[src/rtl/alu_iq_pkg.sv]
// Shared core types for the ALU issue queue: PRF/ROB geometry, ALU op encoding,
// queue entry layout and PR bank helpers.
package alu_iq_pkg;
    localparam int PRF_BANK_COUNT     = 4;
    localparam int LOG_PRF_BANK_COUNT = 2;
    localparam int LOG_PR_COUNT       = 7;
    localparam int LOG_ROB_ENTRIES    = 7;
    localparam int UPPER_PR_W         = LOG_PR_COUNT - LOG_PRF_BANK_COUNT;

    typedef logic [LOG_PR_COUNT-1:0]       pr_t;
    typedef logic [LOG_PRF_BANK_COUNT-1:0] bank_t;
    typedef logic [UPPER_PR_W-1:0]         upper_pr_t;
    typedef logic [LOG_ROB_ENTRIES-1:0]    rob_idx_t;
    typedef logic [PRF_BANK_COUNT-1:0][UPPER_PR_W-1:0] wb_upper_t;

    typedef enum logic [3:0] {
        ALU_ADD  = 4'b0000,
        ALU_SLL  = 4'b0001,
        ALU_SLT  = 4'b0010,
        ALU_SLTU = 4'b0011,
        ALU_XOR  = 4'b0100,
        ALU_SRL  = 4'b0101,
        ALU_OR   = 4'b0110,
        ALU_AND  = 4'b0111,
        ALU_SUB  = 4'b1000,
        ALU_SRA  = 4'b1101
    } alu_op_t;

    typedef struct packed {
        logic        valid;
        alu_op_t     op;
        logic        is_imm;
        logic [31:0] imm;
        logic        A_unneeded;
        pr_t         A_PR;
        logic        A_ready;
        pr_t         B_PR;
        logic        B_ready;
        pr_t         dest_PR;
        rob_idx_t    ROB_index;
    } alu_iq_entry_t;

    function automatic bank_t pr_bank(pr_t pr);
        return pr[LOG_PRF_BANK_COUNT-1:0];
    endfunction

    function automatic upper_pr_t pr_upper(pr_t pr);
        return pr[LOG_PR_COUNT-1:LOG_PRF_BANK_COUNT];
    endfunction
endpackage

[src/rtl/alu_iq_if.sv]
// Dispatch, writeback-bus, issue and PRF-read signals around the ALU issue queue.
interface alu_iq_if;
    import alu_iq_pkg::*;

    logic                      dispatch_valid;
    logic [3:0]                dispatch_op;
    logic                      dispatch_is_imm;
    logic [31:0]               dispatch_imm;
    logic                      dispatch_A_unneeded;
    pr_t                       dispatch_A_PR;
    logic                      dispatch_A_ready;
    pr_t                       dispatch_B_PR;
    logic                      dispatch_B_ready;
    pr_t                       dispatch_dest_PR;
    rob_idx_t                  dispatch_ROB_index;
    logic                      dispatch_ready;

    logic [PRF_BANK_COUNT-1:0] WB_bus_valid_by_bank;
    wb_upper_t                 WB_bus_upper_PR_by_bank;

    logic                      issue_valid;
    logic [3:0]                issue_op;
    logic                      issue_is_imm;
    logic [31:0]               issue_imm;
    logic                      issue_A_unneeded;
    logic                      issue_A_forward;
    bank_t                     issue_A_bank;
    logic                      issue_B_forward;
    bank_t                     issue_B_bank;
    pr_t                       issue_dest_PR;
    rob_idx_t                  issue_ROB_index;
    logic                      issue_ready;

    logic                      PRF_req_A_valid;
    pr_t                       PRF_req_A_PR;
    logic                      PRF_req_B_valid;
    pr_t                       PRF_req_B_PR;

    modport master (
        output dispatch_valid, dispatch_op, dispatch_is_imm, dispatch_imm, dispatch_A_unneeded,
               dispatch_A_PR, dispatch_A_ready, dispatch_B_PR, dispatch_B_ready,
               dispatch_dest_PR, dispatch_ROB_index,
               WB_bus_valid_by_bank, WB_bus_upper_PR_by_bank, issue_ready,
        input  dispatch_ready, issue_valid, issue_op, issue_is_imm, issue_imm, issue_A_unneeded,
               issue_A_forward, issue_A_bank, issue_B_forward, issue_B_bank, issue_dest_PR,
               issue_ROB_index, PRF_req_A_valid, PRF_req_A_PR, PRF_req_B_valid, PRF_req_B_PR
    );

    modport slave (
        input  dispatch_valid, dispatch_op, dispatch_is_imm, dispatch_imm, dispatch_A_unneeded,
               dispatch_A_PR, dispatch_A_ready, dispatch_B_PR, dispatch_B_ready,
               dispatch_dest_PR, dispatch_ROB_index,
               WB_bus_valid_by_bank, WB_bus_upper_PR_by_bank, issue_ready,
        output dispatch_ready, issue_valid, issue_op, issue_is_imm, issue_imm, issue_A_unneeded,
               issue_A_forward, issue_A_bank, issue_B_forward, issue_B_bank, issue_dest_PR,
               issue_ROB_index, PRF_req_A_valid, PRF_req_A_PR, PRF_req_B_valid, PRF_req_B_PR
    );
endinterface

[src/rtl/alu_iq_pe_lsb.sv]
// Lowest-set-bit priority encoder: one-hot of the lowest request, its index, and any-set.
module alu_iq_pe_lsb #(
    parameter int WIDTH = 8,
    localparam int IDX_W = (WIDTH > 1) ? $clog2(WIDTH) : 1
) (
    input  logic [WIDTH-1:0] req,
    output logic [WIDTH-1:0] onehot,
    output logic [IDX_W-1:0] idx,
    output logic             any
);
    assign onehot = req & (~req + WIDTH'(1));
    assign any    = |req;

    always_comb begin
        idx = '0;
        for (int i = WIDTH - 1; i >= 0; i--) begin
            if (req[i]) idx = IDX_W'(i);
        end
    end
endmodule

[src/rtl/alu_iq.sv]
// Compressing oldest-first ALU issue queue: wakeup from the PRF writeback bus,
// one issue per cycle with PRF read requests or writeback forwarding per operand.
module alu_iq
    import alu_iq_pkg::*;
#(
    parameter int ALU_IQ_ENTRIES = 8
) (
    input logic     CLK,
    input logic     RST,
    alu_iq_if.slave bus
);
    localparam int IDX_W = $clog2(ALU_IQ_ENTRIES);
    localparam int CNT_W = $clog2(ALU_IQ_ENTRIES + 1);

    alu_iq_entry_t             q       [ALU_IQ_ENTRIES];
    alu_iq_entry_t             q_n     [ALU_IQ_ENTRIES];
    alu_iq_entry_t             woken   [ALU_IQ_ENTRIES+1];
    alu_iq_entry_t             new_entry;
    alu_iq_entry_t             sel;
    logic [CNT_W-1:0]          count;
    logic [CNT_W-1:0]          wr_idx;
    logic [ALU_IQ_ENTRIES-1:0] a_wb, b_wb, elig, sel_oh;
    logic [IDX_W-1:0]          sel_idx;
    logic                      sel_any, do_issue, accept;
    logic                      a_fwd, b_fwd, a_req, b_req;

    function automatic logic wb_match(pr_t pr, logic [PRF_BANK_COUNT-1:0] vld, wb_upper_t upper);
        return vld[pr_bank(pr)] && (upper[pr_bank(pr)] == pr_upper(pr));
    endfunction

    // Wakeup and eligibility; woken[] carries this cycle's ready bits into the next state.
    always_comb begin
        for (int i = 0; i < ALU_IQ_ENTRIES; i++) begin
            a_wb[i] = wb_match(q[i].A_PR, bus.WB_bus_valid_by_bank, bus.WB_bus_upper_PR_by_bank);
            b_wb[i] = wb_match(q[i].B_PR, bus.WB_bus_valid_by_bank, bus.WB_bus_upper_PR_by_bank);
            elig[i] = q[i].valid
                   && (q[i].A_unneeded || q[i].A_ready || a_wb[i])
                   && (q[i].is_imm     || q[i].B_ready || b_wb[i]);
            woken[i]         = q[i];
            woken[i].A_ready = q[i].A_ready || (q[i].valid && a_wb[i]);
            woken[i].B_ready = q[i].B_ready || (q[i].valid && b_wb[i]);
        end
        woken[ALU_IQ_ENTRIES] = '0;
    end

    alu_iq_pe_lsb #(.WIDTH(ALU_IQ_ENTRIES)) u_pe (
        .req    (elig),
        .onehot (sel_oh),
        .idx    (sel_idx),
        .any    (sel_any)
    );

    // AND-OR mux keeps every issue field at zero when nothing is selected.
    always_comb begin
        sel = '0;
        for (int i = 0; i < ALU_IQ_ENTRIES; i++) begin
            if (sel_oh[i]) sel = alu_iq_entry_t'(sel | q[i]);
        end
    end

    assign do_issue = sel_any && bus.issue_ready;
    assign accept   = bus.dispatch_valid && bus.dispatch_ready;
    assign wr_idx   = count - CNT_W'(do_issue);

    always_comb begin
        a_fwd = sel_any && !sel.A_unneeded && !sel.A_ready;
        b_fwd = sel_any && !sel.is_imm && !sel.B_ready;
        a_req = do_issue && !sel.A_unneeded && sel.A_ready;
        b_req = do_issue && !sel.is_imm && sel.B_ready;
    end

    assign bus.dispatch_ready   = (count < CNT_W'(ALU_IQ_ENTRIES));
    assign bus.issue_valid      = sel_any;
    assign bus.issue_op         = sel.op;
    assign bus.issue_is_imm     = sel.is_imm;
    assign bus.issue_imm        = sel.imm;
    assign bus.issue_A_unneeded = sel.A_unneeded;
    assign bus.issue_A_forward  = a_fwd;
    assign bus.issue_A_bank     = a_fwd ? pr_bank(sel.A_PR) : '0;
    assign bus.issue_B_forward  = b_fwd;
    assign bus.issue_B_bank     = b_fwd ? pr_bank(sel.B_PR) : '0;
    assign bus.issue_dest_PR    = sel.dest_PR;
    assign bus.issue_ROB_index  = sel.ROB_index;
    assign bus.PRF_req_A_valid  = a_req;
    assign bus.PRF_req_A_PR     = a_req ? sel.A_PR : '0;
    assign bus.PRF_req_B_valid  = b_req;
    assign bus.PRF_req_B_PR     = b_req ? sel.B_PR : '0;

    // Compaction: everything at or above the issued slot shifts down; dispatch lands at the new tail.
    always_comb begin
        new_entry            = '0;
        new_entry.valid      = 1'b1;
        new_entry.op         = alu_op_t'(bus.dispatch_op);
        new_entry.is_imm     = bus.dispatch_is_imm;
        new_entry.imm        = bus.dispatch_imm;
        new_entry.A_unneeded = bus.dispatch_A_unneeded;
        new_entry.A_PR       = bus.dispatch_A_PR;
        new_entry.A_ready    = bus.dispatch_A_ready
            || wb_match(bus.dispatch_A_PR, bus.WB_bus_valid_by_bank, bus.WB_bus_upper_PR_by_bank);
        new_entry.B_PR       = bus.dispatch_B_PR;
        new_entry.B_ready    = bus.dispatch_B_ready
            || wb_match(bus.dispatch_B_PR, bus.WB_bus_valid_by_bank, bus.WB_bus_upper_PR_by_bank);
        new_entry.dest_PR    = bus.dispatch_dest_PR;
        new_entry.ROB_index  = bus.dispatch_ROB_index;

        for (int i = 0; i < ALU_IQ_ENTRIES; i++) begin
            q_n[i] = (do_issue && IDX_W'(i) >= sel_idx) ? woken[i+1] : woken[i];
        end
        if (accept) q_n[wr_idx[IDX_W-1:0]] = new_entry;
    end

    always_ff @(posedge CLK or posedge RST) begin
        if (RST) begin
            count <= '0;
            for (int i = 0; i < ALU_IQ_ENTRIES; i++) q[i] <= '0;
        end else begin
            count <= count + CNT_W'(accept) - CNT_W'(do_issue);
            q     <= q_n;
        end
    end
endmodule

[src/flat_wrapper.sv]
// flat-port wrapper written by rule: the top's interface ports become plain ports
module alu_iq_flat import alu_iq_pkg::*;
#(
    parameter int ALU_IQ_ENTRIES = 8
)
  (CLK, RST, bus_dispatch_valid, bus_dispatch_op, bus_dispatch_is_imm, bus_dispatch_imm, bus_dispatch_A_unneeded, bus_dispatch_A_PR, bus_dispatch_A_ready, bus_dispatch_B_PR, bus_dispatch_B_ready, bus_dispatch_dest_PR, bus_dispatch_ROB_index, bus_WB_bus_valid_by_bank, bus_WB_bus_upper_PR_by_bank, bus_issue_ready, bus_dispatch_ready, bus_issue_valid, bus_issue_op, bus_issue_is_imm, bus_issue_imm, bus_issue_A_unneeded, bus_issue_A_forward, bus_issue_A_bank, bus_issue_B_forward, bus_issue_B_bank, bus_issue_dest_PR, bus_issue_ROB_index, bus_PRF_req_A_valid, bus_PRF_req_A_PR, bus_PRF_req_B_valid, bus_PRF_req_B_PR);
  alu_iq_if bus_i ();
  input logic CLK;
  input logic RST;
  input wire logic [$bits(bus_i.dispatch_valid)-1:0] bus_dispatch_valid;
  input wire logic [$bits(bus_i.dispatch_op)-1:0] bus_dispatch_op;
  input wire logic [$bits(bus_i.dispatch_is_imm)-1:0] bus_dispatch_is_imm;
  input wire logic [$bits(bus_i.dispatch_imm)-1:0] bus_dispatch_imm;
  input wire logic [$bits(bus_i.dispatch_A_unneeded)-1:0] bus_dispatch_A_unneeded;
  input wire logic [$bits(bus_i.dispatch_A_PR)-1:0] bus_dispatch_A_PR;
  input wire logic [$bits(bus_i.dispatch_A_ready)-1:0] bus_dispatch_A_ready;
  input wire logic [$bits(bus_i.dispatch_B_PR)-1:0] bus_dispatch_B_PR;
  input wire logic [$bits(bus_i.dispatch_B_ready)-1:0] bus_dispatch_B_ready;
  input wire logic [$bits(bus_i.dispatch_dest_PR)-1:0] bus_dispatch_dest_PR;
  input wire logic [$bits(bus_i.dispatch_ROB_index)-1:0] bus_dispatch_ROB_index;
  input wire logic [$bits(bus_i.WB_bus_valid_by_bank)-1:0] bus_WB_bus_valid_by_bank;
  input wire logic [$bits(bus_i.WB_bus_upper_PR_by_bank)-1:0] bus_WB_bus_upper_PR_by_bank;
  input wire logic [$bits(bus_i.issue_ready)-1:0] bus_issue_ready;
  output wire logic [$bits(bus_i.dispatch_ready)-1:0] bus_dispatch_ready;
  output wire logic [$bits(bus_i.issue_valid)-1:0] bus_issue_valid;
  output wire logic [$bits(bus_i.issue_op)-1:0] bus_issue_op;
  output wire logic [$bits(bus_i.issue_is_imm)-1:0] bus_issue_is_imm;
  output wire logic [$bits(bus_i.issue_imm)-1:0] bus_issue_imm;
  output wire logic [$bits(bus_i.issue_A_unneeded)-1:0] bus_issue_A_unneeded;
  output wire logic [$bits(bus_i.issue_A_forward)-1:0] bus_issue_A_forward;
  output wire logic [$bits(bus_i.issue_A_bank)-1:0] bus_issue_A_bank;
  output wire logic [$bits(bus_i.issue_B_forward)-1:0] bus_issue_B_forward;
  output wire logic [$bits(bus_i.issue_B_bank)-1:0] bus_issue_B_bank;
  output wire logic [$bits(bus_i.issue_dest_PR)-1:0] bus_issue_dest_PR;
  output wire logic [$bits(bus_i.issue_ROB_index)-1:0] bus_issue_ROB_index;
  output wire logic [$bits(bus_i.PRF_req_A_valid)-1:0] bus_PRF_req_A_valid;
  output wire logic [$bits(bus_i.PRF_req_A_PR)-1:0] bus_PRF_req_A_PR;
  output wire logic [$bits(bus_i.PRF_req_B_valid)-1:0] bus_PRF_req_B_valid;
  output wire logic [$bits(bus_i.PRF_req_B_PR)-1:0] bus_PRF_req_B_PR;
  assign bus_i.dispatch_valid = bus_dispatch_valid;
  assign bus_i.dispatch_op = bus_dispatch_op;
  assign bus_i.dispatch_is_imm = bus_dispatch_is_imm;
  assign bus_i.dispatch_imm = bus_dispatch_imm;
  assign bus_i.dispatch_A_unneeded = bus_dispatch_A_unneeded;
  assign bus_i.dispatch_A_PR = bus_dispatch_A_PR;
  assign bus_i.dispatch_A_ready = bus_dispatch_A_ready;
  assign bus_i.dispatch_B_PR = bus_dispatch_B_PR;
  assign bus_i.dispatch_B_ready = bus_dispatch_B_ready;
  assign bus_i.dispatch_dest_PR = bus_dispatch_dest_PR;
  assign bus_i.dispatch_ROB_index = bus_dispatch_ROB_index;
  assign bus_i.WB_bus_valid_by_bank = bus_WB_bus_valid_by_bank;
  assign bus_i.WB_bus_upper_PR_by_bank = bus_WB_bus_upper_PR_by_bank;
  assign bus_i.issue_ready = bus_issue_ready;
  assign bus_dispatch_ready = bus_i.dispatch_ready;
  assign bus_issue_valid = bus_i.issue_valid;
  assign bus_issue_op = bus_i.issue_op;
  assign bus_issue_is_imm = bus_i.issue_is_imm;
  assign bus_issue_imm = bus_i.issue_imm;
  assign bus_issue_A_unneeded = bus_i.issue_A_unneeded;
  assign bus_issue_A_forward = bus_i.issue_A_forward;
  assign bus_issue_A_bank = bus_i.issue_A_bank;
  assign bus_issue_B_forward = bus_i.issue_B_forward;
  assign bus_issue_B_bank = bus_i.issue_B_bank;
  assign bus_issue_dest_PR = bus_i.issue_dest_PR;
  assign bus_issue_ROB_index = bus_i.issue_ROB_index;
  assign bus_PRF_req_A_valid = bus_i.PRF_req_A_valid;
  assign bus_PRF_req_A_PR = bus_i.PRF_req_A_PR;
  assign bus_PRF_req_B_valid = bus_i.PRF_req_B_valid;
  assign bus_PRF_req_B_PR = bus_i.PRF_req_B_PR;
  alu_iq #(.ALU_IQ_ENTRIES(ALU_IQ_ENTRIES)) u_core (.CLK(CLK), .RST(RST), .bus(bus_i));
endmodule
[config.mk]
export PLATFORM = sky130hd
export DESIGN_NAME = alu_iq_flat
export DESIGN_NICKNAME = d
export VERILOG_FILES = /design/src/rtl/alu_iq_pkg.sv /design/src/rtl/alu_iq_if.sv /design/src/rtl/alu_iq_pe_lsb.sv /design/src/rtl/alu_iq.sv /design/src/flat_wrapper.sv
export SDC_FILE = /design/constraint.sdc
export NUM_CORES = 2
export LEC_CHECK = 0
export CORE_MARGIN = 5
export CORE_UTILIZATION = 30
export CTS_BUF_LIST = sky130_fd_sc_hd__clkbuf_4 sky130_fd_sc_hd__clkbuf_8
export DETAILED_ROUTE_END_ITERATION = 7
export GPL_ROUTABILITY_DRIVEN = 0
export GPL_TIMING_DRIVEN = 0
export PLACE_DENSITY = 0.42
export SYNTH_ARGS = -nofsm -noshare
export SYNTH_HDL_FRONTEND = slang
export SYNTH_SLANG_ARGS = --single-unit
[constraint.sdc]
create_clock -name CLK -period 28.2 [get_ports CLK]
set_clock_uncertainty 0.1 [all_clocks]
set_input_delay 5.64 -clock CLK [delete_from_list [all_inputs] [get_ports CLK]]
set_output_delay 5.64 -clock CLK [all_outputs]
set_load 0.01 [all_outputs]
==> flow_summary.json <==
{
  "route.detailed.vias_per_inst": 5.48,
  "grt_setup_unrepaired": "false",
  "synthesis.nets": 3603,
  "grt_first_pass_wirelength_um": 213000,
  "clock_slew_seen_by_the_registers_of_the_worst_setup_and_hold_paths_ps": 60,
  "clock_sinks": 556,
  "hold_slack_ps": 457,
  "grt_overflow_total": 0,
  "ys_seq_area_share_pct": 41.8,
  "tightestPinTransition_ps": 1460,
  "core-area_um2": 111000,
  "route.detailed.drc": 0,
  "route.antenna.remaining_nets": 0,
  "synthFlopType": "sky130_fd_sc_hd__dfrtp_1",
  "grt_max_degree": 112,
  "worstSkewPairLatency_ps": 810,
  "synth.ff_latch_count": 556,
  "place_hpwl_um": 105000,
  "syn_avg_cell_area_um2": 9.52,
  "route.final.wire_length_um": 149000,
  "initial_utilization_pct": 30.1,
  "cts_tree": "done",
  "timing.final.ws_setup_ps": 10060,
  "path_cells": "clkdlybuf4s50_1 > clkbuf_1 > mux2i_1 > xor2_1 > nand4_1 > a211oi_1 > o31ai_1 > o2111ai_2 > o21bai_1 > clkbuf_1 > clkbuf_1 > o2111ai_1 > clkdlybuf4s50_1",
  "drive_above_1_share_pct": 9.44,
  "synth.largest_area_cell": "sky130_fd_sc_hd__dfrtp_1",
  "cp.arrival_ps": 12400,
  "cpMaxStageDelayCell": "sky130_fd_sc_hd__clkbuf_1",
  "number_of_antenna_violations_at_the_first_check_in_global_routing": 7,
  "hp-class": "reg -> reg",
  "synth_most_common_cell": "sky130_fd_sc_hd__mux2i_1",
  "area_delta_synth_final_pct": 15.5,
  "layout.cells.non_filler": 5268,
  "crit_buf_inv": 5,
  "drv_cap": 0,
  "maxClockFrequency_ghz": 0.0551,
  "criticalPathCategory": "in -> out",
  "dieWidth_um": 343,
  "max-clock-path-buffers": 3,
  "worst_ep_required_time_ps": 22460,
  "async_reset_ff_share_pct": 100,
  "number_of_buffers_added_by_the_clock_tree_synthesis_step": 107,
  "die_h_um": 343,
  "synth.cells.most_frequent": "615 x sky130_fd_sc_hd__mux2i_1, 556 x sky130_fd_sc_hd__dfrtp_1, 458 x sky130_fd_sc_hd__nand2_1",
  "critical_path_capture_point_type": "output pin",
  "leakage_nw": 17.2,
  "stdcell_area_um2": 38500,
  "timing.critical_path.slowest_cell_delay_ps": 1080,
  "vdd.ir_drop.worst_v": 0.0000400,
  "status": "complete, no violations",
  "netlist-cell-type-count": 77,
  "route.vias.total": 28900,
  "placement_row_count": 122,
  "p_per_area_nw_per_um2": 125,
  "drt_first_iter_violations": 2759,
  "total_standard_cell_area_after_synthesis_um2": 33300,
  "timing.final.hold_violations": 0,
  "placedCellCount": 5083,
  "post_synth_main_area_contributors": "sky130_fd_sc_hd__dfrtp_1 42%, sky130_fd_sc_hd__mux2i_1 18%, sky130_fd_sc_hd__o21ai_0 5.3%",
  "die_area_um2": 118000,
  "detailed_place.area_um2": 36200,
  "crit_path_frequent_cell": "sky130_fd_sc_hd__clkbuf_1",
  "yosysWarningCount": 0,
  "finalCritPeriodShare_pct": 64.3,
  "post_cts.repair.setup_buffers": 0,
  "portBuffers": 86,
  "power_mw": 4.80,
  "cp_max_fo": 10,
  "htree_num_levels": 3,
  "finalCoreUtilization_pct": 34.8,
  "grt_use_total_pct": 24.5,
  "setup_viol": 0,
  "timing.final.crit_period_ps": 18140,
  "grt_pass1_vias": 28700,
  "wl_per_cell_um": 28.2,
  "critPathTopFamily": "buffers and inverters",
  "relSlewSlack_pct": 2.39,
  "timing.setup.tns_ps": 0,
  "netlist.area_leader.share_pct": 41.8,
  "timing.critical_path.from_type": "input pin",
  "cts_repair_resize_count": 0,
  "synth_cells": 3501,
  "finish.net_count": 3807,
  "synth-edff-count": 0,
  "cts_root_buf": "sky130_fd_sc_hd__clkbuf_8",
  "floorplan.io_pins": 172,
  "place_worst_setup_slack_ps": 10090,
  "finalMaxSlewViolations": 0,
  "drt-pass1-iter-count": 6,
  "post_cts_hold_buffer_count": 0
}
-- placed cells by master, fill, tap and decap left out, types with 11 or more instances in the layout --
master,count
sky130_fd_sc_hd__buf_2,75
sky130_fd_sc_hd__dfrtp_1,556
sky130_fd_sc_hd__buf_4,12
sky130_fd_sc_hd__mux2i_1,615
sky130_fd_sc_hd__clkbuf_4,31
sky130_fd_sc_hd__nand2_1,458
sky130_fd_sc_hd__a21oi_1,214
sky130_fd_sc_hd__clkbuf_1,222
sky130_fd_sc_hd__xnor2_1,51
sky130_fd_sc_hd__inv_1,21
sky130_fd_sc_hd__mux4_2,50
sky130_fd_sc_hd__xor2_1,110
sky130_fd_sc_hd__a22oi_1,193
sky130_fd_sc_hd__nor2_1,229
sky130_fd_sc_hd__buf_1,77
sky130_fd_sc_hd__clkbuf_8,134
sky130_fd_sc_hd__o21ai_0,353
sky130_fd_sc_hd__clkdlybuf4s50_1,86
sky130_fd_sc_hd__o32ai_1,16
sky130_fd_sc_hd__nand4_1,11
sky130_fd_sc_hd__nand3_1,14
sky130_fd_sc_hd__o2111ai_1,57
sky130_fd_sc_hd__nor3_1,16
-- cells by family after synthesis --
logic type | after synthesis | synth area share (%)
flops | 556 | 41.8
xor+xnor | 161 | 4.23
compound gates | 909 | 16.9
simple gates | 784 | 9.60
mux | 674 | 22.2
fa+ha+maj | 6 | 0.248
buf+inv | 411 | 5.12
-- final timing paths --
path	startpoint	to	slack, ps	cells past startpoint
max in group asynchronous	RST	u_core.q[65]$_DFF_PP0_	20720	5
worst min register to register	u_core.q[13]$_DFF_PP0_	u_core.q[13]$_DFF_PP0_	460	2
worst max register to register	u_core.q[154]$_DFF_PP0_	u_core.q[505]$_DFF_PP0_	18930	20
worst max-delay path	bus_WB_bus_upper_PR_by_bank[12]	bus_issue_dest_PR[1]	10060	13
worst min-delay path	u_core.q[13]$_DFF_PP0_	u_core.q[13]$_DFF_PP0_	460	2
min in group asynchronous	RST	u_core.q[170]$_DFF_PP0_	5240	2
-- where the power goes --
group	switching, mW	internal, mW
combinational	1.52	0.984
sequential	0.312	1.12
clock	0.394	0.468
-- worst reg2reg max path, stage by stage (launching register included) --
cell and delay [ps]:
sky130_fd_sc_hd__dfrtp_1 370, sky130_fd_sc_hd__clkbuf_1 510, sky130_fd_sc_hd__mux2i_1 350, sky130_fd_sc_hd__xnor2_1 90
sky130_fd_sc_hd__or3_1 300, sky130_fd_sc_hd__a2111oi_0 1010, sky130_fd_sc_hd__or2_2 300, sky130_fd_sc_hd__a22o_1 280
sky130_fd_sc_hd__o31ai_2 160, sky130_fd_sc_hd__inv_1 250, sky130_fd_sc_hd__clkbuf_1 990, sky130_fd_sc_hd__clkbuf_1 450
sky130_fd_sc_hd__ha_1 320, sky130_fd_sc_hd__inv_1 60, sky130_fd_sc_hd__ha_1 320, sky130_fd_sc_hd__nand2b_1 240
sky130_fd_sc_hd__nor2_1 990, sky130_fd_sc_hd__clkbuf_1 1070, sky130_fd_sc_hd__clkbuf_1 680, sky130_fd_sc_hd__nand2_1 190
sky130_fd_sc_hd__o21ai_0 140
-- area by class of cell --
type	instances	area (um2)
tap	1488	1860
timing repair buffer	95	1040
fill	11500	72000
clock buffer	165	2080
multi-input combinational	2534	17700
buffer	388	1620
clock inverter	12	130
sequential	556	13900
inverter	23	93.8
antenna	7	17.5
-- registers in the layout (all words and copies together) (netlist names) --
signal,count
u_core.q,552
u_core.count,4
-- metal layers --
layer,GRT usage [%],vias up,share of wire (%)
li1,-,13000,-
met1,34.9,14600,45
met2,37.9,1103,45
met3,4.93,200,7.2
met4,7.03,6,2.8
met5,0,-,0.016
(Power assumes the default switching activity.)
